[src/rtl/fft16_out_serializer.sv]
// rtl/fft16_out_serializer.sv - 16-point FFT parallel-to-stream output serializer
//
// Purpose:
//    Captures all 16 complex results of the final butterfly stage in one cycle on a
//    load strobe, then emits them one point per accepted beat over a valid/ready stream.
//
// Configuration:
//    FFT_SER_BITREV_EN  when defined, beat k carries buffer point bitrev4(k), which
//                       turns the radix-2 DIT stage order into natural frequency order.
//                       When undefined, beat k carries buffer point k.
//
// Ports:
//    clk        rising-edge clock
//    rst_n      asynchronous active-low reset
//    load       1-cycle strobe, data_i_R/data_i_I hold a complete frame
//    data_i_R   packed real parts, point p at [p*DW +: DW]
//    data_i_I   packed imaginary parts, same packing
//    out_valid  out_R/out_I/out_idx/out_last hold a valid beat
//    out_ready  downstream accepts the beat when high together with out_valid
//    out_R      real part of the current beat
//    out_I      imaginary part of the current beat
//    out_idx    output position k (0..15) of the current beat
//    out_last   high with out_valid on k=15
//    busy       a frame is held or being sent
//    drop       1-cycle pulse, a load arrived mid-frame and was rejected

module fft16_out_serializer #(
   parameter int DW  = 17,
   parameter int NPT = 16
) (
   input  logic              clk,
   input  logic              rst_n,
   input  logic              load,
   input  logic [NPT*DW-1:0] data_i_R,
   input  logic [NPT*DW-1:0] data_i_I,
   output logic              out_valid,
   input  logic              out_ready,
   output logic [DW-1:0]     out_R,
   output logic [DW-1:0]     out_I,
   output logic [3:0]        out_idx,
   output logic              out_last,
   output logic              busy,
   output logic              drop
);

   typedef enum logic {IDLE = 1'b0, SEND = 1'b1} state_t;

   state_t        state;
   state_t        state_nxt;

   logic [DW-1:0] frame_R [NPT];
   logic [DW-1:0] frame_I [NPT];

   logic          xfer;
   logic          last_xfer;
   logic          accept;
   logic          reject;
   logic [3:0]    k_inc;
   logic [3:0]    pt_first;
   logic [3:0]    pt_next;

   // Buffer point carried by output position k.
   function automatic logic [3:0] map_pt(input logic [3:0] k);
`ifdef FFT_SER_BITREV_EN
      return {k[0], k[1], k[2], k[3]};
`else
      return k;
`endif
   endfunction

   // out_idx doubles as the beat counter k; it only returns to 0 through a reload.
   assign xfer      = (state == SEND) && out_ready;
   assign last_xfer = xfer && (out_idx == 4'd15);
   // A load coinciding with the final transfer is taken so frames can stream without a bubble.
   assign accept    = load && ((state == IDLE) || last_xfer);
   assign reject    = load && (state == SEND) && !last_xfer;
   assign k_inc     = out_idx + 4'd1;
   assign pt_first  = map_pt(4'd0);
   assign pt_next   = map_pt(k_inc);

   always_ff @(posedge clk or negedge rst_n) begin
      if (!rst_n) begin
         state <= IDLE;
      end else begin
         state <= state_nxt;
      end
   end

   always_comb begin
      state_nxt = state;
      case (state)
         IDLE: begin
            if (accept) state_nxt = SEND;
         end
         SEND: begin
            if (last_xfer && !accept) state_nxt = IDLE;
         end
         default: state_nxt = IDLE;
      endcase
   end

   // Driven from the state flop only, so out_ready never reaches an output combinationally.
   always_comb begin
      out_valid = 1'b0;
      busy      = 1'b0;
      if (state == SEND) begin
         out_valid = 1'b1;
         busy      = 1'b1;
      end
   end

   always_ff @(posedge clk or negedge rst_n) begin
      if (!rst_n) begin
         for (int p = 0; p < NPT; p++) begin
            frame_R[p] <= '0;
            frame_I[p] <= '0;
         end
         out_R    <= '0;
         out_I    <= '0;
         out_idx  <= '0;
         out_last <= 1'b0;
         drop     <= 1'b0;
      end else begin
         drop <= reject;
         if (accept) begin
            for (int p = 0; p < NPT; p++) begin
               frame_R[p] <= data_i_R[p*DW +: DW];
               frame_I[p] <= data_i_I[p*DW +: DW];
            end
            // The buffer is only written this edge, so beat 0 comes straight from the inputs.
            out_R    <= data_i_R[int'(pt_first)*DW +: DW];
            out_I    <= data_i_I[int'(pt_first)*DW +: DW];
            out_idx  <= 4'd0;
            out_last <= 1'b0;
         end else if (xfer) begin
            if (last_xfer) begin
               out_last <= 1'b0;
            end else begin
               out_R    <= frame_R[pt_next];
               out_I    <= frame_I[pt_next];
               out_idx  <= k_inc;
               out_last <= (k_inc == 4'd15);
            end
         end
      end
   end

endmodule

[config.mk]
export PLATFORM = sky130hd
export DESIGN_NAME = fft16_out_serializer
export DESIGN_NICKNAME = d
export VERILOG_FILES = /design/src/rtl/fft16_out_serializer.sv
export SDC_FILE = /design/constraint.sdc
export NUM_CORES = 1
export LEC_CHECK = 0
export CORE_MARGIN = 1
export CORE_UTILIZATION = 50
export CTS_CLUSTER_SIZE = 28
export DETAILED_ROUTE_END_ITERATION = 6
export GPL_TIMING_DRIVEN = 0
export PLACE_DENSITY = 0.79
export RECOVER_POWER = 50
export SYNTH_ARGS = -nofsm -noshare
export SYNTH_HDL_FRONTEND = slang
export SYNTH_SLANG_ARGS = --single-unit
[constraint.sdc]
create_clock -name clk -period 3.1 [get_ports clk]
set_input_delay 0.775 -clock clk [delete_from_list [all_inputs] [get_ports clk]]
set_output_delay 0.775 -clock clk [all_outputs]
set_load 0.03 [all_outputs]
Word-level counts from Yosys, hierarchy flattened
Cells that the tools add are included.
{"block": "totals", "reg_bits": 585, "inputBits": 548, "out_inout_bits": 42, "elab_cells": 78}
{"block": "op_classes", "n_addsub": 1, "n_lt_le_gt_ge": 1, "n_eq_ne": 3, "muxes": 22, "bitwise": 2, "reduce_logical": 11}
{"cell": "$mux W17", "n": 10}
{"cell": "$bmux W17 S4", "n": 2}
{"cell": "$mux W4", "n": 3}
{"cell": "$eq A4 B4 Y1 const B", "n": 2}
{"cell": "$logic_and A1 B1 Y1", "n": 6}
{"cell": "$mux W1", "n": 6}
{"cell": "$ge A5 B5 Y1 const B", "n": 1}
{"cell": "$not A4 Y5", "n": 1}
{"cell": "$add A4 B1 Y4 const B", "n": 1}
{"cell": "$logic_not A1 Y1", "n": 2}
{"cell": "$ne A2 B1 Y1 const B", "n": 1}
{"cell": "$pmux W1 S2", "n": 1}
{"cell": "$reduce_and A2 Y1", "n": 1}
{"cell": "$reduce_bool A2 Y1", "n": 1}
{"cell": "$logic_or A1 B1 Y1", "n": 1}
{"cell": "$not A1 Y1", "n": 1}

Logic depth before layout (Yosys ltp)
Gate-level depths: netlist of the first run.
{"block": "depth", "ltp_word": 8, "mapped_depth": 12, "depth_no_buf": 6}

Worst setup path before layout of the first run
Ideal clock, no wire load.
{"block": "synth_timing", "path_kind": "register to register", "startpoint": "register out_idx[0]", "endpoint": "register out_R[4]", "setup_ns": 0.069, "t_arrival_ns": 2.513, "path_slack_ns": 0.518, "path_stages_with_launch": 13, "n_path_buf": 6, "path_cell_list": "dfrtp_1 > buf_2 > buf_2 > buf_2 > inv_1 > ha_1 > and2_1 > buf_2 > buf_2 > buf_2 > a22oi_1 > nand3_1 > nand3_1"}
{"block": "synth_via", "elab_chain_cells": 8, "elab_cells_between_ends": 15, "cone_classes": "1 x add/sub; 2 x eq/ne; 6 x mux; 1 x bitwise; 5 x reduce/logical"}
{"element": "from (decl)", "line": "40", "rtl": "output logic [3:0] out_idx,"}
{"element": "from (signal assigned)", "line": "141", "rtl": "out_idx <= k_inc;"}
{"element": "$add A4 B1 Y4", "line": "77", "rtl": "assign k_inc = out_idx + 4'd1;"}
{"element": "$not A4 Y5 (implied by the code)", "line": "139", "rtl": "out_R <= frame_R[pt_next];"}
{"element": "$bmux W17 S4", "line": "139"}
{"element": "$mux W17 (implied by the code) (2 in series)", "line": "139"}
{"element": "$mux W17", "line": "136", "rtl": "if (last_xfer) begin"}
{"element": "$mux W17", "line": "135", "rtl": "end else if (xfer) begin"}
{"element": "$mux W17", "line": "125", "rtl": "if (accept) begin"}
{"element": "to (signal assigned)", "line": "131", "rtl": "out_R <= data_i_R[int'(pt_first)*DW +: DW];"}
{"element": "to (signal assigned)", "line": "139"}
{"element": "to (decl)", "line": "38", "rtl": "output logic [DW-1:0] out_R,"}
Parallel ways exist; a longest one is shown, timed or not. The select of a mux whose other input is x is not followed.
A chain may end at the register's enable or synchronous reset.

Worst setup path in the final report of the first run
{"block": "layout_timing", "startpoint": "register out_idx[0]", "endpoint": "register out_I[3]"}
{"block": "layout_via", "elab_chain_cells": 8, "elab_cells_between_ends": 15, "cone_classes": "1 x add/sub; 2 x eq/ne; 6 x mux; 1 x bitwise; 5 x reduce/logical"}
{"element": "$add A4 B1 Y4", "line": "77"}
{"element": "$not A4 Y5 (implied by the code)", "line": "140", "rtl": "out_I <= frame_I[pt_next];"}
{"element": "$bmux W17 S4", "line": "140"}
{"element": "$mux W17 (implied by the code) (2 in series)", "line": "140"}
{"element": "$mux W17", "line": "136"}
{"element": "$mux W17", "line": "135"}
{"element": "$mux W17", "line": "125"}
{"element": "to (signal assigned)", "line": "132", "rtl": "out_I <= data_i_I[int'(pt_first)*DW +: DW];"}
{"element": "to (signal assigned)", "line": "140"}
{"element": "to (decl)", "line": "39", "rtl": "output logic [DW-1:0] out_I,"}
Parallel ways exist; a longest one is shown, timed or not. The select of a mux whose other input is x is not followed.

==> results of run 1 <==
## through the flow
stage,cells,util (%),area [µm²],hold slack (ps),power [mW]
detailed placement,3203,63.3,35000,474,18.6
finish,3337,67.1,37000,125,26.1
CTS,3313,67.1,37000,140,26.1
floorplan,1861,-,28000,457,14.5
global route,3337,67.1,37000,168,27.0
global placement,3198,63.1,34800,467,18.4
## worst max-delay path by stage
stage | startpoint | end | slack (ps) | cells after the start
global route | rst_n | frame_R[193] | -1 | 4
floorplan | out_idx[0] | out_R[4] | 520 | 12
CTS | out_idx[0] | out_R[7] | 60 | 12
global placement | rst_n | frame_R[158] | -24140 | 1
detailed placement | out_ready | out_R[8] | -740 | 6
finish | out_idx[0] | out_I[3] | 80 | 11
## cells in the mapped netlist, drive strengths merged
master / instances
dfrtp: 585
mux2: 544
mux2i: 273
a22oi: 170
buf: 115
nand3: 107
clkbuf: 25
nand2: 7
a21oi: 6
nor2: 5
inv: 4
o21ai: 4
a21o: 2
a22o: 2
and2: 2
and3: 2
ha: 2
a31o: 1
nand4: 1
o211ai: 1
o31ai: 1
xnor2: 1
xor2: 1
## cells by family after synthesis
kind of cell	after synthesis	share of synthesized area, %
AND/OR/NAND/NOR	124	2.21
AO/OA/AOI/OAI	187	4.95
adder cells (fa/ha/maj)	2	0.0894
XOR/XNOR	2	0.0626
flip-flops	585	52.3
multiplexers	817	35.7
buffers and inverters	144	4.70
## critical path: cells and delay by family (launching register included)
kind | cells | cell delay [ps]
buf+inv | 6 | 1100
simple gates | 3 | 670
compound gates | 1 | 440
flops | 1 | 360
fa+ha+maj | 1 | 350
## report_power, final
group,leakage (nW),internal [mW],switching (mW)
Sequential,7.24,8.73,0.684
Clock,0.947,4.11,3.12
Combinational,8.21,4.04,5.43
Total,16.4,16.9,9.23
## flip-flops by register name, indices dropped and copies added (netlist names)
name      count
frame_I     272
frame_R     272
out_I        17
out_R        17
out_idx       4
drop          1
out_last      1
state         1
## routing by layer
metal	GRT usage (%)	wire length (µm)
met1	42.1	37700
met2	55.0	46200
met3	8.20	7470
met4	15.2	4040
met5	0	71
## layout make-up
class | count | share of cell area (%)
Sequential cell | 585 | 39.5
Clock inverter | 13 | 0.338
Timing Repair Buffer | 594 | 16.2
Multi-Input combinational cell | 1132 | 32.7
Clock buffer | 97 | 4.86
Inverter | 4 | 0.0405
Antenna cell | 24 | 0.162
Buffer | 140 | 3.61
Tap cell | 748 | 2.53
==> results.tsv, run 1 <==
metric	value	unit
syn_area	28000	µm²
root_buffer	clkbuf_16	
run_status	finished, violations left	
via_count	19100	
cellPowerDensity	705	nW/µm²
clk_latency	650	ps
die_h	239	µm
viasPerCell	5.72	
layout_common_cells	clkdlybuf4s50_1 (588), dfrtp_1 (585), mux2_4 (300), mux2i_1 (273), a22oi_1 (160)	
cts_tree	done	
final.setup.worst_slack	78.8	ps
yosysWarnings	0	
nNetsFinal	3068	
synth_top_cell_by_area	dfrtp_1	
gp_congestion	0.933	
r2r-end	out_I[3]	
worstPathMaxFanout	11	
wl_per_cell	28.6	µm
cts_hold_buf	0	
hold_path.class	input pin to asynchronous set/reset pin	
drive_gt1_share	27.3	%
period_share	97.5	%
drt_iter0_markers	1511	
ctsResizeCount	45	
rows	86	
r2r_start	out_idx[0]	
drt_first_pass_iters	5	
violations	max-capacitance violations, max-slew violations	
grt_pass1_vias	20600	
path_clk_slew	60	ps
crit_arrival	3590	ps
path_common_cell	buf_6	
syn_area_per_cell	15.0	µm²
area_growth	32.4	%
start_util	50.7	%
regArea	14600	µm²
crit_type	flip-flop to flip-flop	
yosys-top-cells-area	dfrtp_1 (52%), mux2_4 (16%), mux2i_1 (9.8%)	
hold_viol	0	
worstRegToRegCells	11	
fillers	3902	
routed_wl	95400	µm
synth_fp_nets	2411	
synthesis.instances	1861	
cp-start-kind	flip-flop	
cts.sinks	585	
tightestPinTransition	1640	ps
fin_skew	34.7	ps
post-route-drc-count	0	
cts_made_buffers	61	
reg2reg_slack	80	ps
critPathMaxStageDelay	440	ps
grt_pass1_wl	139000	µm
max_cap_viol_count	1	
finalSetupTns	0	ps
final_antenna_net_count	0	
boundaryPins	590	
synth_top_area_share	52.3	%
core_area	55200	µm²
peakVddDrop	0.549	mV
worstPathCellList	buf_2, buf_6, buf_6, inv_1, ha_2, and2_1, buf_2, buf_6, a22oi_1, nand3_1, nand3_1	
die_area	56900	µm²
fin_crit	3020	ps
maxSlewHeadroom	-9.36	%
endpoint_kind	flip-flop	
clock_path_buffers	3	
numPortBuffers	589	
finalMaxSlewViolations	114	
slowest_stage	a22oi_1	
antenna_found_initial	31	
grt_start_max_net_pins	121	
cts.htree.levels	2	
grt.total_usage	33.6	%
synth.distinct_cells	31	
grt-ovfl-total	0	
synth-seq-cells	585	
seq_area_frac_synth	52.3	%
multi_input_area	12100	µm²
worstPathRequired	3670	ps
setup_viol	0	
cts_setup_buffers	0	
final_common_cell	clkdlybuf4s50_1	
p_leak	16.4	nW
pre_cts_ws	-740	ps
fmax	331	MHz
die_width	239	µm
place_hpwl	72700	µm
No activity file was read; power rests on OpenSTA's default activity.
==> run 2: changes to the inputs <==
PLACE_DENSITY = 0.88   (was 0.79)
==> run 2 against run 1 <==
Compared with the run above:
- the flow finishes with violations (max-slew violations)
- combinational power increased by 1%
- clock-buffer cell count increased by 2
- global-route usage rose by 0.52 points
- register-to-register slack worse by 20 ps
- flip-flop and latch count is the same
- non-clock buffer count unchanged
- hold slack better by 2.9 ps
- worst setup slack got worse by 18 ps
- first-iteration DRC count rose by 4.1%
- critical path type unchanged
- largest power group unchanged
==> results.tsv, run 2 (synthesis gave the netlist of run 1 again) <==
metric	value	unit	change
setup_viol	0		unchanged
r2r_start	out_idx[0]		
clock_path_buffers	3		unchanged
post-route-drc-count	0		unchanged
crit_type	flip-flop to flip-flop		
tightestPinTransition	1510	ps	-135 ps
violations	max-slew violations		
grt_start_max_net_pins	116		-4.1%
die_width	239	µm	unchanged
final_antenna_net_count	0		unchanged
worstPathCellList	clkbuf_4, buf_8, buf_8, inv_1, ha_2, and2_1, buf_2, clkbuf_2, a22oi_1, nand3_2, nand3_1		
drive_gt1_share	27.5	%	+0.16 points
die_area	56900	µm²	unchanged
grt_pass1_wl	141000	µm	+1.9%
clk_latency	630	ps	-20 ps
final_common_cell	clkdlybuf4s50_1		
hold_viol	0		unchanged
gp_congestion	0.928		-0.53%
hold_path.class	input pin to asynchronous set/reset pin		
fillers	3802		-2.6%
top_regs	frame_I x272, frame_R x272		
grt-ovfl-total	0		unchanged
drt_iter0_markers	1573		+4.1%
peakVddDrop	0.574	mV	+4.6%
drt_first_pass_iters	6		+1
layout_common_cells	clkdlybuf4s50_1 (588), dfrtp_1 (585), mux2_4 (300), mux2i_1 (273), mux2_2 (158)		
worstPathMaxFanout	11		unchanged
worstPathRequired	3640	ps	-30 ps
period_share	98.0	%	+0.57 points
grt.total_usage	34.1	%	+0.52 points
p_leak	16.5	nW	+0.43%
die_h	239	µm	unchanged
antenna_found_initial	40		+29%
path_common_cell	buf_8		
cellPowerDensity	716	nW/µm²	+1.5%
fmax	329	MHz	-0.58%
place_hpwl	73200	µm	+0.62%
rows	86		unchanged
cts.htree.levels	2		unchanged
worstRegToRegCells	11		unchanged
reg2reg_slack	60	ps	-20 ps
fin_skew	19.0	ps	-15.7 ps
core_area	55200	µm²	unchanged
numPortBuffers	589		unchanged
start_util	50.7	%	unchanged
via_count	19600		+2.6%
final.setup.worst_slack	61.3	ps	-17.5 ps
cts_setup_buffers	0		unchanged
slowest_stage	a22oi_1		
boundaryPins	590		unchanged
cts_tree	done		
path_clk_slew	60	ps	about the same
crit_arrival	3580	ps	about the same
finalMaxSlewViolations	38		-67%
grt_pass1_vias	21200		+3.1%
maxSlewHeadroom	-0.357	%	+9.0 points
endpoint_kind	flip-flop		
run_status	finished, violations left		
critPathMaxStageDelay	460	ps	+20 ps
cp-start-kind	flip-flop		
routed_wl	97800	µm	+2.5%
cts.sinks	585		unchanged
viasPerCell	5.85		+2.3%
max_cap_viol_count	0		-1
nNetsFinal	3068		unchanged
pre_cts_ws	-869	ps	-129 ps
area_growth	32.9	%	
root_buffer	clkbuf_16		
total_power	26.6	mW	+2.0%
cts_made_buffers	61		unchanged
fin_crit	3040	ps	+17.5 ps
wl_per_cell	29.2	µm	+2.1%
r2r-end	out_I[7]		
cts_hold_buf	0		unchanged
-- run 2: cell count changes in the layout (fill, tap and decap cells not counted), moves of 3 or more --
| cell | before | now |
|---|---|---|
| clkbuf_1 | 36 | 33 |
| clkbuf_8 | 14 | 17 |
| diode_2 | 24 | 32 |
| a22oi_1 | 160 | 157 |
| a22oi_2 | 10 | 13 |
| buf_4 | 23 | 26 |
| buf_6 | 13 | 10 |
| nand3_2 | 7 | 4 |
| nand3_1 | 100 | 103 |
-- run 2: stage by stage --
| step | setup TNS, ps | hold WS, ps | std cells | cell area, µm² | utilization (%) |
|---|---|---|---|---|---|
| 2_1_floorplan | 0 | 457 | 1861 | 28000 | - |
| 5_1_grt | -7.90 | 177 | 3347 | 37200 | 67.4 |
| 6_report | 0 | 128 | 3348 | 37200 | 67.4 |
| 4_1_cts | 0 | 146 | 3316 | 37200 | 67.3 |
| 3_5_place_dp | -24530 | 474 | 3203 | 35000 | 63.3 |
| 3_3_place_gp | - | 467 | 3198 | 34800 | 63.1 |
-- run 2: area by class of cell --
type	instances	area (µm²)	share of cell area, %
flip-flops and latches	585	14600	39.4
multi-input cells	1132	12100	32.6
repair buffers	594	6000	16.1
clock buffers	99	1880	5.06
plain buffers	140	1340	3.61
well taps	748	936	2.52
clock inverters	14	180	0.484
diodes	32	80.1	0.215
inverters	4	15.0	0.0404
-- run 2: worst max-delay path by stage --
| stage | start | endpoint | slack, ps | cells past startpoint |
|---|---|---|---|---|
| 3_3_place_gp | rst_n | frame_R[73] | -23620 | 1 |
| 3_5_place_dp | out_idx[0] | out_R[11] | -870 | 10 |
| 6_report | out_idx[0] | out_I[7] | 60 | 11 |
| 4_1_cts | out_idx[0] | out_I[16] | 4 | 12 |
| 2_1_floorplan | out_idx[0] | out_R[4] | 520 | 12 |
| 5_1_grt | out_idx[0] | out_I[8] | -8 | 11 |
-- run 2: layer usage --
metal / GRT usage, % / wire (µm) / vias up
met4: 19.4 / 5800 / 14
met2: 55.2 / 46700 / 956
met1: 41.2 / 37300 / 10100
li1: - / - / 8224
met5: 0 / 91 / -
met3: 9.21 / 7970 / 281
-- run 2: repair_timing --
item	in CTS	in global routing
resized for setup	41	11
pin swaps	1	1
endpoints found under the hold margin	0	0
endpoints found under the setup margin	34	27
-- run 2: critical path: cells and delay by family, from the launching register on --
kind	cells	cell delay (ps)
AND/OR/NAND/NOR	3	640
AO/OA/AOI/OAI	1	460
flip-flops	1	380
buffers and inverters	6	1120
adder cells (fa/ha/maj)	1	350
-- run 2: where the power goes --
part	internal, mW	switching (mW)
combinational	4.06	5.54
sequential	8.73	0.706
clock	4.45	3.14
total	17.2	9.38
==> run 3: changes to the inputs <==
REMOVE_ABC_BUFFERS = 1   (was not set)
==> run 3 against run 2 <==
Compared with the run above:
- the flow finishes with violations (max-capacitance violations, max-slew violations)
- global-route usage down 5.8 points
- die area unchanged
- critical path depth unchanged
- total power decreased by 4.3%
- clock-buffer cell count down 11
- register-to-register slack improved by 50 ps
- clock power down 6.7%
- sequential share of layout area grew 0.35 points
- critical endpoint is now frame_R[211]
- largest cell class unchanged
==> results.tsv, run 3 (synthesis gave the netlist of run 1 again) <==
metric	value	unit	change
setup_viol	0		unchanged
grt.total_usage	28.4	%	-5.8 points
routed_wl	81900	µm	-16%
crit_type	flip-flop to flip-flop		
wl_per_cell	25.3	µm	-13%
cp_top_family	buffers and inverters		
numPortBuffers	589		unchanged
crit_arrival	3470	ps	-110 ps
worstPathCellList	buf_16, ha_4, and3_4, nand2_2, a21oi_4, buf_12, buf_16, buf_16, buf_16, buf_16, mux2_1		
power.switching	8.52	mW	-9.2%
grt_pass1_vias	20700		-2.3%
drt_iter0_markers	1187		-25%
power_frac_seq	37.1	%	+1.6 points
clk_latency	620	ps	about the same
place_hpwl	52000	µm	-29%
tightestPinTransition	1590	ps	+86.1 ps
hold_viol	0		unchanged
cts.sinks	585		unchanged
gp_congestion	0.835		-10%
core_area	55200	µm²	unchanged
fin_skew	18.2	ps	-0.729 ps
clock_path_buffers	3		unchanged
critPathMaxStageDelay	480	ps	+20 ps
final_common_cell	clkdlybuf4s50_1		
fin_area	36900	µm²	-0.85%
grt-busiest-layer	met2		
grt_pass1_wl	124000	µm	-12%
fin_crit	2990	ps	-49.6 ps
rows	86		unchanged
finalMaxSlewViolations	110		+190%
maxSlewHeadroom	-6.10	%	-5.7 points
grt-ovfl-total	0		unchanged
run_status	finished, violations left		
power.share.clock	27.8	%	-0.7 points
cellPowerDensity	691	nW/µm²	-3.5%
worstPathMaxFanout	25		+14
grt_start_max_net_pins	128		+10%
cts.htree.levels	2		unchanged
viasPerCell	5.77		-1.3%
die_area	56900	µm²	unchanged
boundaryPins	590		unchanged
crit_buf_inv	6		unchanged
die_width	239	µm	unchanged
swShare	33.4	%	-1.8 points
fmax	335	MHz	+1.7%
antenna_found_initial	23		-43%
grt_use_met1	33.4	%	-7.8 points
rsz0062_at_grt	no		
peakVddDrop	0.559	mV	-2.6%
worstPathRequired	3580	ps	-60 ps
fin_util	66.8	%	-0.57 points
final_antenna_net_count	0		unchanged
top_regs	frame_I x272, frame_R x272		
nNetsFinal	2979		-2.9%
violations	max-capacitance violations, max-slew violations		
place_area	34600	µm²	-1.1%
p_leak	16.2	nW	-1.5%
root_buffer	clkbuf_16		
met2_usage	47.5	%	-7.7 points
area_growth	31.8	%	
start_util	50.7	%	unchanged
path_clk_slew	60	ps	about the same
die_h	239	µm	unchanged
path_common_cell	buf_16		
internal-power	17.0	mW	-1.6%
drt_first_pass_iters	7		+1
period_share	96.4	%	-1.6 points
layout_common_cells	clkdlybuf4s50_1 (587), dfrtp_1 (584), mux2_4 (297), mux2i_1 (273), a22oi_1 (170)		
fillers	3624		-4.7%
endpoint_kind	flip-flop		
p_comb_share	35.1	%	-0.9 points
grt.met3_usage	7.34	%	-1.9 points
cp-start-kind	flip-flop		
via_count	18700		-4.6%
drive_gt1_share	24.9	%	-2.6 points
hold_path.class	flip-flop to flip-flop		
max_cap_viol_count	1		+1
cts_made_buffers	59		-3.3%
slowest_stage	dfrtp_4		
post-route-drc-count	0		unchanged
cts_tree	done		
==> run 3: cell types whose count changed in the layout (fill, tap and decap cells not counted), moves of 13 or more <==
| cell | delta |
|---|---|
| clkbuf_1 | -19 |
| buf_12 | -18 |
| diode_2 | -15 |
| buf_16 | +19 |
| clkbuf_2 | -14 |
| buf_2 | -38 |
| a22oi_1 | +13 |
| buf_4 | -21 |
| a22oi_2 | -13 |
==> run 3: final timing paths <==
kind | cells after the start | end | slack [ps] | start
min reg2reg | 1 | frame_R[259] | 490 | frame_R[259]
max in group asynchronous | 3 | frame_R[234] | 520 | rst_n
min | 1 | frame_R[259] | 490 | frame_R[259]
min in group asynchronous | 1 | frame_R[3] | 570 | rst_n
max | 11 | frame_R[211] | 110 | out_idx[0]
max reg2reg | 11 | frame_R[211] | 110 | out_idx[0]
==> run 3: through the flow <==
step / setup WS (ps) / power, mW / TNS [ps] / hold WS (ps) / std cells
after floorplan: -29040 / 14.9 / - / 458 / 1721
after global placement: -37640 / 16.8 / - / 467 / 3058
after detailed placement: -1330 / 18.1 / -360320 / 474 / 3102
after CTS: 8.05 / 25.5 / 0 / 239 / 3216
after global routing: 38.3 / 26.4 / 0 / 502 / 3234
final: 111 / 25.5 / 0 / 488 / 3235
==> run 3: layer usage <==
layer | wire length (µm) | up-vias
met5 | 66 | -
met4 | 4100 | 10
met3 | 6530 | 244
met2 | 40400 | 797
met1 | 30800 | 9594
li1 | - | 8032
==> run 3: power by group through the flow <==
stage                     combinational [mW]  sequential (mW)  clock (mW)
final                                   8.94             9.46        7.08
after CTS                               8.83             9.43        7.20
after detailed placement                8.50             9.57           0
after floorplan                         4.86             10.0           0
after global placement                  7.10             9.71           0
after global routing                    9.38             9.57        7.48
==> run 3: worst reg2reg max path, delay by kind of cell (launching register included) <==
family,cells,cell delay [ps]
adders and majority gates,1,240
AOI/OAI and AO/OA,1,200
DFF,1,480
muxes,1,390
buffers and inverters,6,1270
and+or+nand+nor,2,290
==> run 3: timing repair <==
item / in CTS / in global routing
hold buffers: 0 / 0
setup endpoints to repair: 560 / 46
buffers inserted: 7 / 0
cloned: 10 / 3
resized for setup: 11 / 2
pin swaps: 1 / 0
==> run 3: area by class of cell <==
| cell class | instances | area, µm² | area share (%) |
|---|---|---|---|
| multi-input cells | 1132 | 12100 | 32.8 |
| diodes | 17 | 42.5 | 0.115 |
| well taps | 748 | 936 | 2.54 |
| repair buffers | 647 | 7270 | 19.7 |
| flip-flops and latches | 585 | 14600 | 39.7 |
| inverters | 4 | 15.0 | 0.0407 |
| clock buffers | 88 | 1760 | 4.76 |
| clock inverters | 14 | 145 | 0.393 |
